===== config.mk =====
export PLATFORM = sky130hd
export DESIGN_NAME = pc_fetch_sequencer_flat
export DESIGN_NICKNAME = d
export VERILOG_FILES = /design/src/rtl/pc_fetch_sequencer_pkg.sv /design/src/rtl/pc_fetch_sequencer_if.sv /design/src/rtl/pc_fetch_sequencer_bubble_counter.sv /design/src/rtl/pc_fetch_sequencer.sv /design/src/flat_wrapper.sv
export SDC_FILE = /design/constraint.sdc
export NUM_CORES = 1
export LEC_CHECK = 0
export ABC_CLOCK_PERIOD_IN_PS = 5190
export CAP_MARGIN = 20
export CORE_MARGIN = 3
export CORE_UTILIZATION = 46
export DETAILED_ROUTE_END_ITERATION = 8
export GPL_ROUTABILITY_DRIVEN = 1
export PLACE_DENSITY = 0.93
export SYNTH_ARGS = -nofsm -noshare
export SYNTH_HDL_FRONTEND = slang
export SYNTH_SLANG_ARGS = --single-unit

===== constraint.sdc =====
create_clock -name clk -period 5.19 [get_ports clk]
set_input_delay 1.2975 -clock clk [delete_from_list [all_inputs] [get_ports clk]]
set_output_delay 1.2975 -clock clk [all_outputs]
set_load 0.02 [all_outputs]

===== src/rtl/pc_fetch_sequencer_pkg.sv =====
// Shared types and widths for the PC fetch sequencer.
// Optional statistics counters are enabled with `define PC_SEQ_STATS_EN.
package pc_seq_pkg;

    localparam int unsigned PC_W   = 32;
    localparam int unsigned STAT_W = 16;
    localparam int unsigned BUB_W  = 4;

    typedef enum logic [1:0] {BOOT, RUN, FLUSH, HALT} seq_state_t;

    typedef enum logic [1:0] {SEL_SEQ, SEL_BTB, SEL_FLUSH, SEL_HOLD} redirect_sel_t;

    // Saturating increment for the event counters
    function automatic logic [STAT_W-1:0] sat_inc(input logic [STAT_W-1:0] v);
        return (v == '1) ? v : v + STAT_W'(1);
    endfunction

endpackage


===== src/rtl/pc_fetch_sequencer_if.sv =====
// Bundle of redirect inputs and fetch outputs between the sequencer and its neighbours.
interface pc_fetch_sequencer_if;
    import pc_seq_pkg::*;

    logic                flush_pipeline;
    logic [PC_W-1:0]     true_address;
    logic                prediction;
    logic [PC_W-1:0]     BTB_address;
    logic                stall;
    logic [PC_W-1:0]     next_PC;
    logic                pc_valid;
    redirect_sel_t       redirect_sel;
    logic                halted;
    logic [STAT_W-1:0]   flush_count;
    logic [STAT_W-1:0]   predict_count;

    modport master (
        output flush_pipeline, true_address, prediction, BTB_address, stall,
        input  next_PC, pc_valid, redirect_sel, halted, flush_count, predict_count
    );

    modport slave (
        input  flush_pipeline, true_address, prediction, BTB_address, stall,
        output next_PC, pc_valid, redirect_sel, halted, flush_count, predict_count
    );

endinterface


===== src/rtl/pc_fetch_sequencer_bubble_counter.sv =====
// Loadable down-counter timing the post-flush bubbles; done_o is set while the count is 1.
module bubble_counter
    import pc_seq_pkg::*;
(
    input  logic             clk,
    input  logic             rst_n,
    input  logic             load_i,
    input  logic [BUB_W-1:0] load_val_i,
    input  logic             dec_i,
    output logic             done_o
);

    logic [BUB_W-1:0] count_q;
    logic             done_q;

    // Load wins over decrement so a re-flush restarts the bubble window
    always_ff @(posedge clk or negedge rst_n) begin
        if (!rst_n) begin
            count_q <= '0;
            done_q  <= 1'b0;
        end else if (load_i) begin
            count_q <= load_val_i;
            done_q  <= (load_val_i == BUB_W'(1));
        end else if (dec_i && (count_q != '0)) begin
            count_q <= count_q - BUB_W'(1);
            done_q  <= (count_q == BUB_W'(2));
        end
    end

    assign done_o = done_q;

endmodule


===== src/rtl/pc_fetch_sequencer.sv =====
// Next-PC sequencer: arbitrates flush / BTB / sequential sources, stalls, bubbles and halt.
// Define PC_SEQ_STATS_EN to build the saturating flush and prediction counters.
module pc_fetch_sequencer
    import pc_seq_pkg::*;
#(
    parameter logic [PC_W-1:0] RESET_PC      = 32'd0,
    parameter logic [PC_W-1:0] HALT_PC       = 32'd18,
    parameter int unsigned     FLUSH_BUBBLES = 2
) (
    input logic                 clk,
    input logic                 rst_n,
    pc_fetch_sequencer_if.slave bus
);

    seq_state_t    state_q, state_d;
    logic [PC_W-1:0] next_pc_q, next_pc_d;
    logic          valid_q, valid_d;
    redirect_sel_t sel_q, sel_d;
    logic          halted_q, halted_d;
    logic          cnt_load;
    logic          bub_done;
    logic          flush_acc;
    logic          pred_acc;

    bubble_counter u_bubble_counter (
        .clk        (clk),
        .rst_n      (rst_n),
        .load_i     (cnt_load),
        .load_val_i (BUB_W'(FLUSH_BUBBLES)),
        .dec_i      (state_q == FLUSH),
        .done_o     (bub_done)
    );

    always_comb begin
        state_d   = state_q;
        next_pc_d = next_pc_q;
        valid_d   = valid_q;
        sel_d     = sel_q;
        halted_d  = halted_q;
        cnt_load  = 1'b0;
        flush_acc = 1'b0;
        pred_acc  = 1'b0;
        unique case (state_q)
            BOOT: begin
                state_d   = RUN;
                valid_d   = 1'b1;
                next_pc_d = RESET_PC;
            end
            RUN: begin
                // Halt check outranks every redirect, flush included
                if (valid_q && (next_pc_q >= HALT_PC)) begin
                    state_d  = HALT;
                    valid_d  = 1'b0;
                    halted_d = 1'b1;
                    sel_d    = SEL_HOLD;
                end else if (bus.flush_pipeline) begin
                    next_pc_d = bus.true_address;
                    sel_d     = SEL_FLUSH;
                    flush_acc = 1'b1;
                    if (FLUSH_BUBBLES != 0) begin
                        valid_d  = 1'b0;
                        cnt_load = 1'b1;
                        state_d  = FLUSH;
                    end else begin
                        valid_d  = 1'b1;
                    end
                end else if (bus.stall) begin
                    sel_d = SEL_HOLD;
                end else if (bus.prediction) begin
                    next_pc_d = bus.BTB_address;
                    sel_d     = SEL_BTB;
                    pred_acc  = 1'b1;
                end else begin
                    next_pc_d = next_pc_q + PC_W'(1);
                    sel_d     = SEL_SEQ;
                end
            end
            FLUSH: begin
                if (bus.flush_pipeline) begin
                    next_pc_d = bus.true_address;
                    sel_d     = SEL_FLUSH;
                    flush_acc = 1'b1;
                    cnt_load  = 1'b1;
                end else if (bub_done) begin
                    state_d = RUN;
                    valid_d = 1'b1;
                end
            end
            HALT: begin
                valid_d = 1'b0;
            end
        endcase
    end

    always_ff @(posedge clk or negedge rst_n) begin
        if (!rst_n) begin
            state_q   <= BOOT;
            next_pc_q <= RESET_PC;
            valid_q   <= 1'b0;
            sel_q     <= SEL_HOLD;
            halted_q  <= 1'b0;
        end else begin
            state_q   <= state_d;
            next_pc_q <= next_pc_d;
            valid_q   <= valid_d;
            sel_q     <= sel_d;
            halted_q  <= halted_d;
        end
    end

    assign bus.next_PC      = next_pc_q;
    assign bus.pc_valid     = valid_q;
    assign bus.redirect_sel = sel_q;
    assign bus.halted       = halted_q;

`ifdef PC_SEQ_STATS_EN
    logic [STAT_W-1:0] flush_cnt_q;
    logic [STAT_W-1:0] pred_cnt_q;

    always_ff @(posedge clk or negedge rst_n) begin
        if (!rst_n) begin
            flush_cnt_q <= '0;
            pred_cnt_q  <= '0;
        end else begin
            if (flush_acc) flush_cnt_q <= sat_inc(flush_cnt_q);
            if (pred_acc)  pred_cnt_q  <= sat_inc(pred_cnt_q);
        end
    end

    assign bus.flush_count   = flush_cnt_q;
    assign bus.predict_count = pred_cnt_q;
`else
    logic unused_stats;
    assign unused_stats      = flush_acc ^ pred_acc;
    assign bus.flush_count   = '0;
    assign bus.predict_count = '0;
`endif

endmodule


===== src/flat_wrapper.sv =====
// flat-port wrapper written by rule: the top's interface ports become plain ports
module pc_fetch_sequencer_flat import pc_seq_pkg::*;
#(
    parameter logic [PC_W-1:0] RESET_PC      = 32'd0,
    parameter logic [PC_W-1:0] HALT_PC       = 32'd18,
    parameter int unsigned     FLUSH_BUBBLES = 2
)
  (clk, rst_n, bus_flush_pipeline, bus_true_address, bus_prediction, bus_BTB_address, bus_stall, bus_next_PC, bus_pc_valid, bus_redirect_sel, bus_halted, bus_flush_count, bus_predict_count);
  pc_fetch_sequencer_if bus_i ();
  input logic clk;
  input logic rst_n;
  input wire logic [$bits(bus_i.flush_pipeline)-1:0] bus_flush_pipeline;
  input wire logic [$bits(bus_i.true_address)-1:0] bus_true_address;
  input wire logic [$bits(bus_i.prediction)-1:0] bus_prediction;
  input wire logic [$bits(bus_i.BTB_address)-1:0] bus_BTB_address;
  input wire logic [$bits(bus_i.stall)-1:0] bus_stall;
  output wire logic [$bits(bus_i.next_PC)-1:0] bus_next_PC;
  output wire logic [$bits(bus_i.pc_valid)-1:0] bus_pc_valid;
  output wire logic [$bits(bus_i.redirect_sel)-1:0] bus_redirect_sel;
  output wire logic [$bits(bus_i.halted)-1:0] bus_halted;
  output wire logic [$bits(bus_i.flush_count)-1:0] bus_flush_count;
  output wire logic [$bits(bus_i.predict_count)-1:0] bus_predict_count;
  assign bus_i.flush_pipeline = bus_flush_pipeline;
  assign bus_i.true_address = bus_true_address;
  assign bus_i.prediction = bus_prediction;
  assign bus_i.BTB_address = bus_BTB_address;
  assign bus_i.stall = bus_stall;
  assign bus_next_PC = bus_i.next_PC;
  assign bus_pc_valid = bus_i.pc_valid;
  assign bus_redirect_sel = bus_i.redirect_sel;
  assign bus_halted = bus_i.halted;
  assign bus_flush_count = bus_i.flush_count;
  assign bus_predict_count = bus_i.predict_count;
  pc_fetch_sequencer #(.RESET_PC(RESET_PC), .HALT_PC(HALT_PC), .FLUSH_BUBBLES(FLUSH_BUBBLES)) u_core (.clk(clk), .rst_n(rst_n), .bus(bus_i));
endmodule

==> flow_summary.toml <==
[timing]
relSlewSlack_pct = 33.6
layout_min_cycle_time_ns = 3.39
slew_viol_final = 0
hold_viol_final = 0
fin_skew_ns = 0.0127
setup_viol = 0
fin_setup_tns_ns = 0
rsz0062_at_grt = "no"
period_share_pct = 65.3
clock.fmax_mhz = 295
worst_pin_slew_ns = 0.996

[placement]
gp_congestion = 1.00
dpl-instance-area_mm2 = 0.00460
dp_hpwl_um = 8780
portBuffers = 104

[synth]
async_flop_share_pct = 100
syn_inst = 436
ys.flop_type = "dfrtp_1"
syn_avg_cell_area_um2 = 8.43
ys_seq_area_share_pct = 29.4
synth.distinct_cells = 69
synth-warning-count = 0
synth_edf_count = 0
synth_area_mm2 = 0.00367
ys_seq_elements = 43

[finish]
final_layout_size_suffix_gt1_share_pct = 6.29
layout_common_cells = "103 x clkdlybuf4s50_1, 42 x nand2_1, 41 x dfrtp_1"
fin_util_pct = 62.6
nNetsFinal = 601
syn_to_final_growth_pct = 27.6
n_antenna_cell = 0
post-route-cell-area_mm2 = 0.00469
final_common_cell = "clkdlybuf4s50_1"

[pwr]
pwr-share-seq_pct = 29.7
combinationalPowerShare_pct = 61.2
pwr-share-clk_pct = 9.1
ir_drop_v = 0.000352
p_leak_nw = 1.92
powerDensity_mw_per_mm2 = 511
p_int_mw = 1.17
power.switching_mw = 1.23
switching_share_pct = 51.2

[die]
die_x_um = 95.4
design.core.area_mm2 = 0.00749
fp-row-count = 31
io_pins = 137
start_util_pct = 49.1
die_h_um = 95.4
die_area_mm2 = 0.00909

[global_routing]
grt_overflow = 0
grt_use_total_pct = 26.1
grt_max_degree = 45
grt_pass1_wl_um = 18600
grt_antenna_before_repair = 0
grt_pass1_vias = 3741

[worst_setup_path]
crit_path_start_kind = "input port"
critical_path_class = "input port to flip-flop"
cp_max_fo = 28
required_ns = 5.38
cp.arrival_ns = 3.58
end_kind = "flip-flop"

[clock_tree]
htreeDepth = 2
clk_latency_ns = 0.30
numCtsBuffers = 5
cts_setup_buffers = 0
cts_buffer_depth = 2
path_clk_slew_ns = 0.09
cts_tree = "done"
cts_hold_buf = 0
post_cts_resized = 0
clock-sinks = 43
clockRootBuffer = "clkbuf_8"

[status]
outcome = "finished clean"

[detailed_routing]
num_vias = 3919
wl_per_cell_um = 18.7
avgViaCountPerCell = 6.28
drt_first_pass_iters = 6
post-route-drc-count = 0
drtIter0Drc = 394
routed_wl_um = 11700
drtAntennaViolNets = 0

[worst_hold_path]
hold_path_class = "flip-flop to flip-flop"

[run]
max_cap_violations = 0
kinds of logic (layout without fill, tap and decap cells):
group                    after synthesis  count (layout)  synth area share (%)
AO/OA/AOI/OAI                        148             148                  29.4
XOR/XNOR                              20              20                  4.77
adder cells (fa/ha/maj)                8               8                  2.72
buffers and inverters                 76             134                  12.2
flip-flops                            43              43                  29.4
multiplexers                           1               1                 0.307
other                                  1              32                 0.102
AND/OR/NAND/NOR                      139             139                  21.2
routing by layer:
layer  track usage [%]  part of all wire [%]  up-vias
li1                  -                     -     1749
met1              34.2                    39     1855
met2              42.4                    47      285
met3              5.52                    11       30
met4              8.89                   2.5        0
met5                 0                     0        -
Yosys cell counts, drive strengths merged (10+ instances only):
cell type	n	share of area [%]
xnor2	10	2.4
buf	45	9.0
a21oi	12	1.9
o31ai	11	2.2
o21ai	48	6.5
inv	17	1.7
dfrtp	41	28
clkbuf	14	1.4
a221o	10	2.7
xor2	10	2.4
nor2	26	2.9
nand2	43	4.5
a22oi	18	3.7
nor4	13	3.0
registers in the layout (all words and copies together), names as in the netlist:
register	flops
u_core.bus.halted	1
u_core.bus.next_PC	32
u_core.bus.pc_valid	1
u_core.bus.redirect_sel	2
u_core.state_q	2
u_core.u_bubble_counter.count_q	4
u_core.u_bubble_counter.done_o	1
layout make-up:
| cell class | count | area (um2) |
|---|---|---|
| Inverter | 17 | 63.8 |
| Tap cell | 99 | 124 |
| Multi-Input combinational cell | 348 | 2260 |
| Fill cell | 595 | 2800 |
| Timing Repair Buffer | 109 | 1070 |
| Sequential cell | 43 | 1080 |
| Clock inverter | 2 | 12.5 |
| Clock buffer | 6 | 72.6 |
stage by stage:
step | instances | power, mW | worst slack [ns] | hold WS (ns)
5_1_grt | 624 | 2.56 | 1.73 | 0.503
3_5_place_dp | 616 | 2.15 | 1.52 | 0.452
4_1_cts | 624 | 2.37 | 1.84 | 0.475
2_1_floorplan | 467 | 1.65 | 2.39 | 0.483
6_report | 624 | 2.40 | 1.80 | 0.472
3_3_place_gp | 616 | 2.09 | 1.60 | 0.443
power by group through the flow:
stage          combinational [mW]  clock (mW)  sequential (mW)
3_3_place_gp                 1.39           0            0.694
4_1_cts                      1.45       0.217            0.700
3_5_place_dp                 1.44           0            0.706
2_1_floorplan               0.892           0            0.760
5_1_grt                      1.59       0.234            0.729
6_report                     1.47       0.218            0.711
critical path: stages:
cell             delay (ns)
clkdlybuf4s50_1        0.71
nor2b_1                0.12
a221o_1                0.43
a21o_1                 0.53
a221o_1                0.49
final timing paths:
check	start	to	slack, ns	depth (start not counted)
worst max-delay path	bus_flush_pipeline	u_core.bus.next_PC[22]$_DFFE_PN0P_	1.80	5
worst min-delay path	u_core.bus.halted$_DFFE_PN0P_	u_core.bus.halted$_DFFE_PN0P_	0.47	1
worst max register to register	u_core.state_q[0]$_DFFE_PN0P_	u_core.bus.next_PC[12]$_DFFE_PN0P_	2.27	6
worst min register to register	u_core.bus.halted$_DFFE_PN0P_	u_core.bus.halted$_DFFE_PN0P_	0.47	1
max in group asynchronous	rst_n	u_core.bus.next_PC[31]$_DFFE_PN0P_	3.46	1
min in group asynchronous	rst_n	u_core.bus.next_PC[2]$_DFFE_PN0P_	1.14	1
Note: power is estimated with default switching activity, not from simulation.
